**src/rtl/hgc_vram_arbiter.sv**
```systemverilog
// hgc_vram_arbiter: shares the display VRAM between pixel fetch and ISA CPU accesses.
module hgc_vram_arbiter #(
  parameter logic [7:0] MAX_WAIT = 8'd200
) (
  input  logic        clk,
  input  logic        nreset,
  input  logic        pixel_read,
  input  logic [18:0] pixel_addr,
  input  logic        isa_op_enable,
  input  logic        cpu_req,
  input  logic        cpu_we,
  input  logic [14:0] cpu_addr,
  input  logic [7:0]  cpu_din,
  output logic [7:0]  cpu_dout,
  output logic        cpu_rdy,
  output logic [18:0] ram_a,
  input  logic [7:0]  ram_d,
  output logic [7:0]  ram_dout,
  output logic        ram_we_l,
  output logic        collision,
  output logic [7:0]  wait_cnt
);
  typedef enum logic [2:0] {IDLE, WAIT_SLOT, ACC1, ACC2, DONE} state_t;
  state_t state, state_nx;
  logic [14:0] addr_q;
  logic        we_q;
  logic        acc;
  always_ff @(posedge clk or negedge nreset) begin
    if (!nreset) state <= IDLE;
    else state <= state_nx;
  end
  // pixel fetch always wins the slot, even once the starvation limit is hit
  always_comb begin
    state_nx = state;
    case (state)
      IDLE:      state_nx = cpu_req ? WAIT_SLOT : IDLE;
      WAIT_SLOT: state_nx = (!pixel_read && (isa_op_enable || wait_cnt >= MAX_WAIT)) ? ACC1 : WAIT_SLOT;
      ACC1:      state_nx = ACC2;
      ACC2:      state_nx = DONE;
      DONE:      state_nx = cpu_req ? DONE : IDLE;
      default:   state_nx = IDLE;
    endcase
  end
  assign acc      = (state == ACC1) || (state == ACC2);
  assign ram_a    = acc ? {4'b0000, addr_q} : pixel_addr;
  assign ram_we_l = !((state == ACC1) && we_q);
  assign cpu_rdy  = (state == IDLE) || (state == DONE);
  always_ff @(posedge clk or negedge nreset) begin
    if (!nreset) begin
      addr_q    <= '0;
      we_q      <= 1'b0;
      ram_dout  <= '0;
      cpu_dout  <= '0;
      collision <= 1'b0;
      wait_cnt  <= '0;
    end else begin
      if (state == IDLE && cpu_req) begin
        addr_q   <= cpu_addr;
        we_q     <= cpu_we;
        ram_dout <= cpu_din;
        wait_cnt <= '0;
      end
      // count holds when leaving so ACC1 still shows the wait that was spent
      if (state == WAIT_SLOT && state_nx == WAIT_SLOT && wait_cnt != 8'hff) wait_cnt <= wait_cnt + 8'd1;
      if (state == ACC2 && !we_q) cpu_dout <= ram_d;
      if (acc && pixel_read) collision <= 1'b1;
    end
  end
endmodule
```
**config.mk**
```make
export PLATFORM = sky130hd
export DESIGN_NAME = hgc_vram_arbiter
export DESIGN_NICKNAME = d
export VERILOG_FILES = /design/src/rtl/hgc_vram_arbiter.sv
export SDC_FILE = /design/constraint.sdc
export NUM_CORES = 1
export LEC_CHECK = 0
export CORE_MARGIN = 1
export CORE_UTILIZATION = 44
export CTS_CLUSTER_SIZE = 20
export DETAILED_ROUTE_END_ITERATION = 8
export PLACE_DENSITY_LB_ADDON = 0.2
export SYNTH_ARGS = -nofsm -noshare
export SYNTH_HDL_FRONTEND = slang
export SYNTH_SLANG_ARGS = --single-unit
```
**constraint.sdc**
```tcl
create_clock -name clk -period 2.75 [get_ports clk]
set_input_delay 0.55 -clock clk [delete_from_list [all_inputs] [get_ports clk]]
set_output_delay 0.55 -clock clk [all_outputs]
set_load 0.02 [all_outputs]
```
# == After elaboration in Yosys (flattened, before gate mapping) ==
# Cells that the tools add are included.
# totals
out_inout_bits,46
reg_bits,44
elab_cells,37
# classes
n_reduce_logical,15
eq_ne,6
n_addsub,1
n_mux,7
order_cmp,1
# ops
operator,n
$mux W19,1
$mux W8,2
$pmux W3 S5,1
$add A8 B1 Y8 const B,1
$ge A8 B8 Y1 const B,1
$ne A8 B8 Y1 const B,1
$logic_and A1 B1 Y1,7
$eq A3 B1 Y1 const B,2
$eq A3 B2 Y1 const B,2
$eq A3 B3 Y1 const B,1
$logic_not A1 Y1,3
$logic_not A3 Y1,1
$logic_or A1 B1 Y1,3
$mux W3,1
$mux W2,1
$reduce_bool A2 Y1,1
$mux W1,1

# == Depth between registers and ports, before layout ==
# depth
word_depth,9
mapped_depth,5

# == Worst setup path before layout ==
# OpenSTA, ideal clock, no wires.
# synth_path
kind,register to output
from,register state[2]
to,output port ram_a[10]
arrival_time_ns,1.473
setup_slack_ns,0.727
path_stages_with_launch,6
required_ns,2.200
cell_sequence,dfrtp_1 > nand2b_1 > clkbuf_1 > clkbuf_1 > nand2_1 > nand2_1
# synth_between
elab_chain_len,3
# synth_lines
item,line,rtl
start: declaration,24,"state_t state, state_nx;"
start signal: assignment,30,else state <= state_nx;
$eq A3 B2 Y1,44,assign acc = (state == ACC1) || (state == ACC2);
$logic_or A1 B1 Y1 *,44,
$mux W19 *,45,"assign ram_a = acc ? {4'b0000, addr_q} : pixel_addr;"
end: declaration,16,"output logic [18:0] ram_a,"
# Mark *: on every way between the ends. The rest lies on a longest branch, timed or not.

# == Worst setup path in the final report ==
# layout_path
from,register state[2]
to,output port ram_a[4]
# The elaborated chain is that of the path after synthesis.

==> flow_summary.ini <==
[status]
outcome = completed

[power]
power-per-cell-area_nw_per_um2 = 1040
ir_drop_v = 0.000721
p_leak_nw = 1.42

[worst_setup_path]
critical_path_required_ns = 2.20
number_of_buffer_and_inverter_instances_along_the_worst_setup_path = 2
cp_slowest_stage_delay_ns = 0.60
crit_cells = 5
crit_path_frequent_cell = sky130_fd_sc_hd__nand2_1
reg2regPathDepth = 5
worstPathCellList = nand2b_1 -> buf_4 -> nand2_1 -> nand2_1 -> clkdlybuf4s50_1
critical_path_class = reg -> out
end_kind = output pin
crit_path_top_delay_cell = sky130_fd_sc_hd__clkdlybuf4s50_1
critical_path.startpoint_type = register
critPathTopFamily = buffers and inverters
worst-path-max-fanout = 19
worst-endpoint-arrival_ns = 2.06

[timing]
max_clock_freq_mhz = 383
period_share_pct = 94.9
timing_max_transition_violations_final = 0
setup_viol = 0
fin_setup_tns_ns = 0
clock_skew_ns = 0.00770
relSlewSlack_pct = 61.3
layout_min_cycle_time_ns = 2.61
hold_violations = 0
grt_setup_unrepaired = no
slew_at_the_pin_closest_to_its_max_slew_limit_ns = 0.578

[synthesis]
combinational_family_with_the_most_area_after_synthesis = simple AND/OR/NAND/NOR gates
yosys.area.top_type = sky130_fd_sc_hd__dfrtp_1
synth.mux.area_fraction_pct = 17.4
synth-main-ff-cell = sky130_fd_sc_hd__dfrtp_1
synth_area_leaders = sky130_fd_sc_hd__dfrtp_1 (52%), sky130_fd_sc_hd__mux2_2 (17%), sky130_fd_sc_hd__nand2_1 (8.6%), sky130_fd_sc_hd__a221o_1 (2.3%), sky130_fd_sc_hd__and2_1 (1.8%)
synth_common_cells = sky130_fd_sc_hd__nand2_1 (49), sky130_fd_sc_hd__dfrtp_1 (44), sky130_fd_sc_hd__mux2_2 (33), sky130_fd_sc_hd__and2_1 (6)
yosys.area_share.simple_pct = 18.4
synthesis.nets = 248
synth_area_in_compound_gates_pct = 8.57
synth_enable_flop_cells = 0
synth_cells = 190
area_share_of_fa_ha_maj_cells_after_synthesis_pct = 1.17
post_synth_instance_area_um2 = 2130
synth_most_common_cell = sky130_fd_sc_hd__nand2_1
synth-warning-count = 0
yosys_register_bits = 44
synth_top_cell_area_share_pct = 51.7
synth-xor-area-share_pct = 0.411
ys_types = 35
seq_area_frac_synth_pct = 51.7
synthArstFlopShare_pct = 100
syn_area_per_cell_um2 = 11.2

[cts]
cts_buffers = 5
clockRootBuffer = sky130_fd_sc_hd__clkbuf_8
cts_hold_repair.buffers = 0
cts_clk_pin_slew_worst_paths_ns = 0.08
ctsLongestPathBuffers = 2
cts_htree_levels = 2
clock_tree_from_tritoncts = yes
clock_sinks = 44
clk_latency_ns = 0.30
postCtsSetupRepairBufs = 0

[drt]
detailed_route_wl_mm = 5.19
dr_total_vias = 1820
drc = 0
initialDrtViolationCount = 91
via_per_inst = 5.23
ant_nets = 0
wl_per_cell_um = 14.9
detailedRoute.firstPassIterationCount = 4

[final_layout]
layout.filler_cells = 359
antenna_cells = 0
layout-area-overhead-vs-synth_pct = 56.5
postLayoutCellArea_um2 = 3330
final_util_pct = 74.0
nNetsFinal = 353
final_layout_size_suffix_gt1_share_pct = 18.6

[grt]
antenna_found_initial = 0
first_global_vias = 1901
global_route_wire_length_before_repair_mm = 8.75
grtUsageTotal_pct = 22.1
grt_overflow_total = 0
maximum_number_of_pins_on_one_net_before_global_route_repair = 25

[floorplanning]
initial_utilization_pct = 47.3
fp.dieH_um = 71.6
core_um2 = 4500
placement_rows = 24
die_w_um = 71.6
ports_placed_on_the_boundary = 102
die-area_um2 = 5130

[job]
drv_cap = 0

[placement]
buffers_on_ports = 101
dp_hpwl_mm = 3.75
placedInstanceArea_um2 = 3210
gp_congestion = 0.767

[worst_hold_path]
path_class_of_the_lowest_slack_min_delay_path = in -> async
## through the flow
stage	worst slack (ns)	std cells	hold WS [ns]	total power, mW
2_1_floorplan	0.727	190	0.254	2.16
3_3_place_gp	0.433	340	0.443	2.90
3_5_place_dp	0.388	340	0.458	2.94
4_1_cts	0.0322	348	0.203	3.50
5_1_grt	0.00798	348	0.235	3.69
6_report	0.141	348	0.192	3.47
## path summary, 6_finish.rpt
kind	start	endpoint	slack, ns
setup reg to reg	wait_cnt[0]	wait_cnt[7]	0.72
max in group asynchronous	nreset	state[2]	1.87
hold reg to reg	collision	collision	0.48
setup / recovery	state[2]	ram_a[4]	0.14
min in group clk	collision	collision	0.48
hold / removal	nreset	wait_cnt[5]	0.19
## layer usage
metal | wire [um] | track usage, % | share of wire, %
met2 | 2570 | 38.8 | 50
met3 | 404 | 7.88 | 7.8
met1 | 2150 | 25.6 | 41
met4 | 63 | 6.54 | 1.2
met5 | 0 | 0 | 0
## state kept, by name, indices dropped and copies added (netlist names)
signal	count
addr_q	15
collision	1
cpu_dout	8
ram_dout	8
state	3
wait_cnt	8
we_q	1
## cells in the final DEF, fill, tap and decap left out, types with 2 or more instances in the layout
cell type / netlist / final
sky130_fd_sc_hd__a221o_1: 5 / 5
sky130_fd_sc_hd__and2_1: 6 / 6
sky130_fd_sc_hd__and2_2: 2 / 2
sky130_fd_sc_hd__buf_4: 2 / 4
sky130_fd_sc_hd__clkbuf_8: 0 / 7
sky130_fd_sc_hd__clkdlybuf4s50_1: 0 / 100
sky130_fd_sc_hd__dfrtp_1: 44 / 43
sky130_fd_sc_hd__ha_1: 2 / 2
sky130_fd_sc_hd__inv_1: 4 / 4
sky130_fd_sc_hd__mux2_2: 33 / 33
sky130_fd_sc_hd__nand2_1: 49 / 49
sky130_fd_sc_hd__nand2b_1: 3 / 3
sky130_fd_sc_hd__nand3_1: 3 / 3
sky130_fd_sc_hd__nor2_1: 3 / 3
sky130_fd_sc_hd__nor2b_1: 3 / 3
sky130_fd_sc_hd__nor3_1: 2 / 2
sky130_fd_sc_hd__nor4_1: 4 / 4
sky130_fd_sc_hd__o21ai_0: 2 / 2
## report_power, final
part | total (mW) | internal, mW | switching (mW)
logic | 1.78 | 0.934 | 0.851
registers | 1.14 | 0.934 | 0.205
clock network | 0.543 | 0.321 | 0.223
total | 3.47 | 2.19 | 1.28
## cell families after synthesis
kind of cell    count (synthesis)
xor+xnor                        1
buf+inv                        11
flops                          44
mux                            33
fa+ha+maj                       2
compound gates                 18
simple gates                   81
## final cells by class
type | instances | area (um^2) | share of cell area, %
inverter | 4 | 15.0 | 0.450
multi-input combinational | 135 | 990 | 29.7
clock buffer | 7 | 96.3 | 2.89
clock inverter | 1 | 30.0 | 0.901
sequential | 44 | 1100 | 33.1
tap | 52 | 65.1 | 1.95
timing repair buffer | 105 | 1040 | 31.1
## what timing repair did
item,4_1_cts,5_1_grt
setup endpoints to repair,0,19
resized for setup,0,1
hold endpoints to repair,0,0
## worst register-to-register path: stages (launching register included)
cell                      delay (ns)
sky130_fd_sc_hd__dfrtp_1        0.46
sky130_fd_sc_hd__ha_1           0.24
sky130_fd_sc_hd__nand3_1        0.22
sky130_fd_sc_hd__o32ai_2        0.54
sky130_fd_sc_hd__nor2_4         0.12
sky130_fd_sc_hd__a221o_1        0.35
Power figures use the tool's default switching activity.
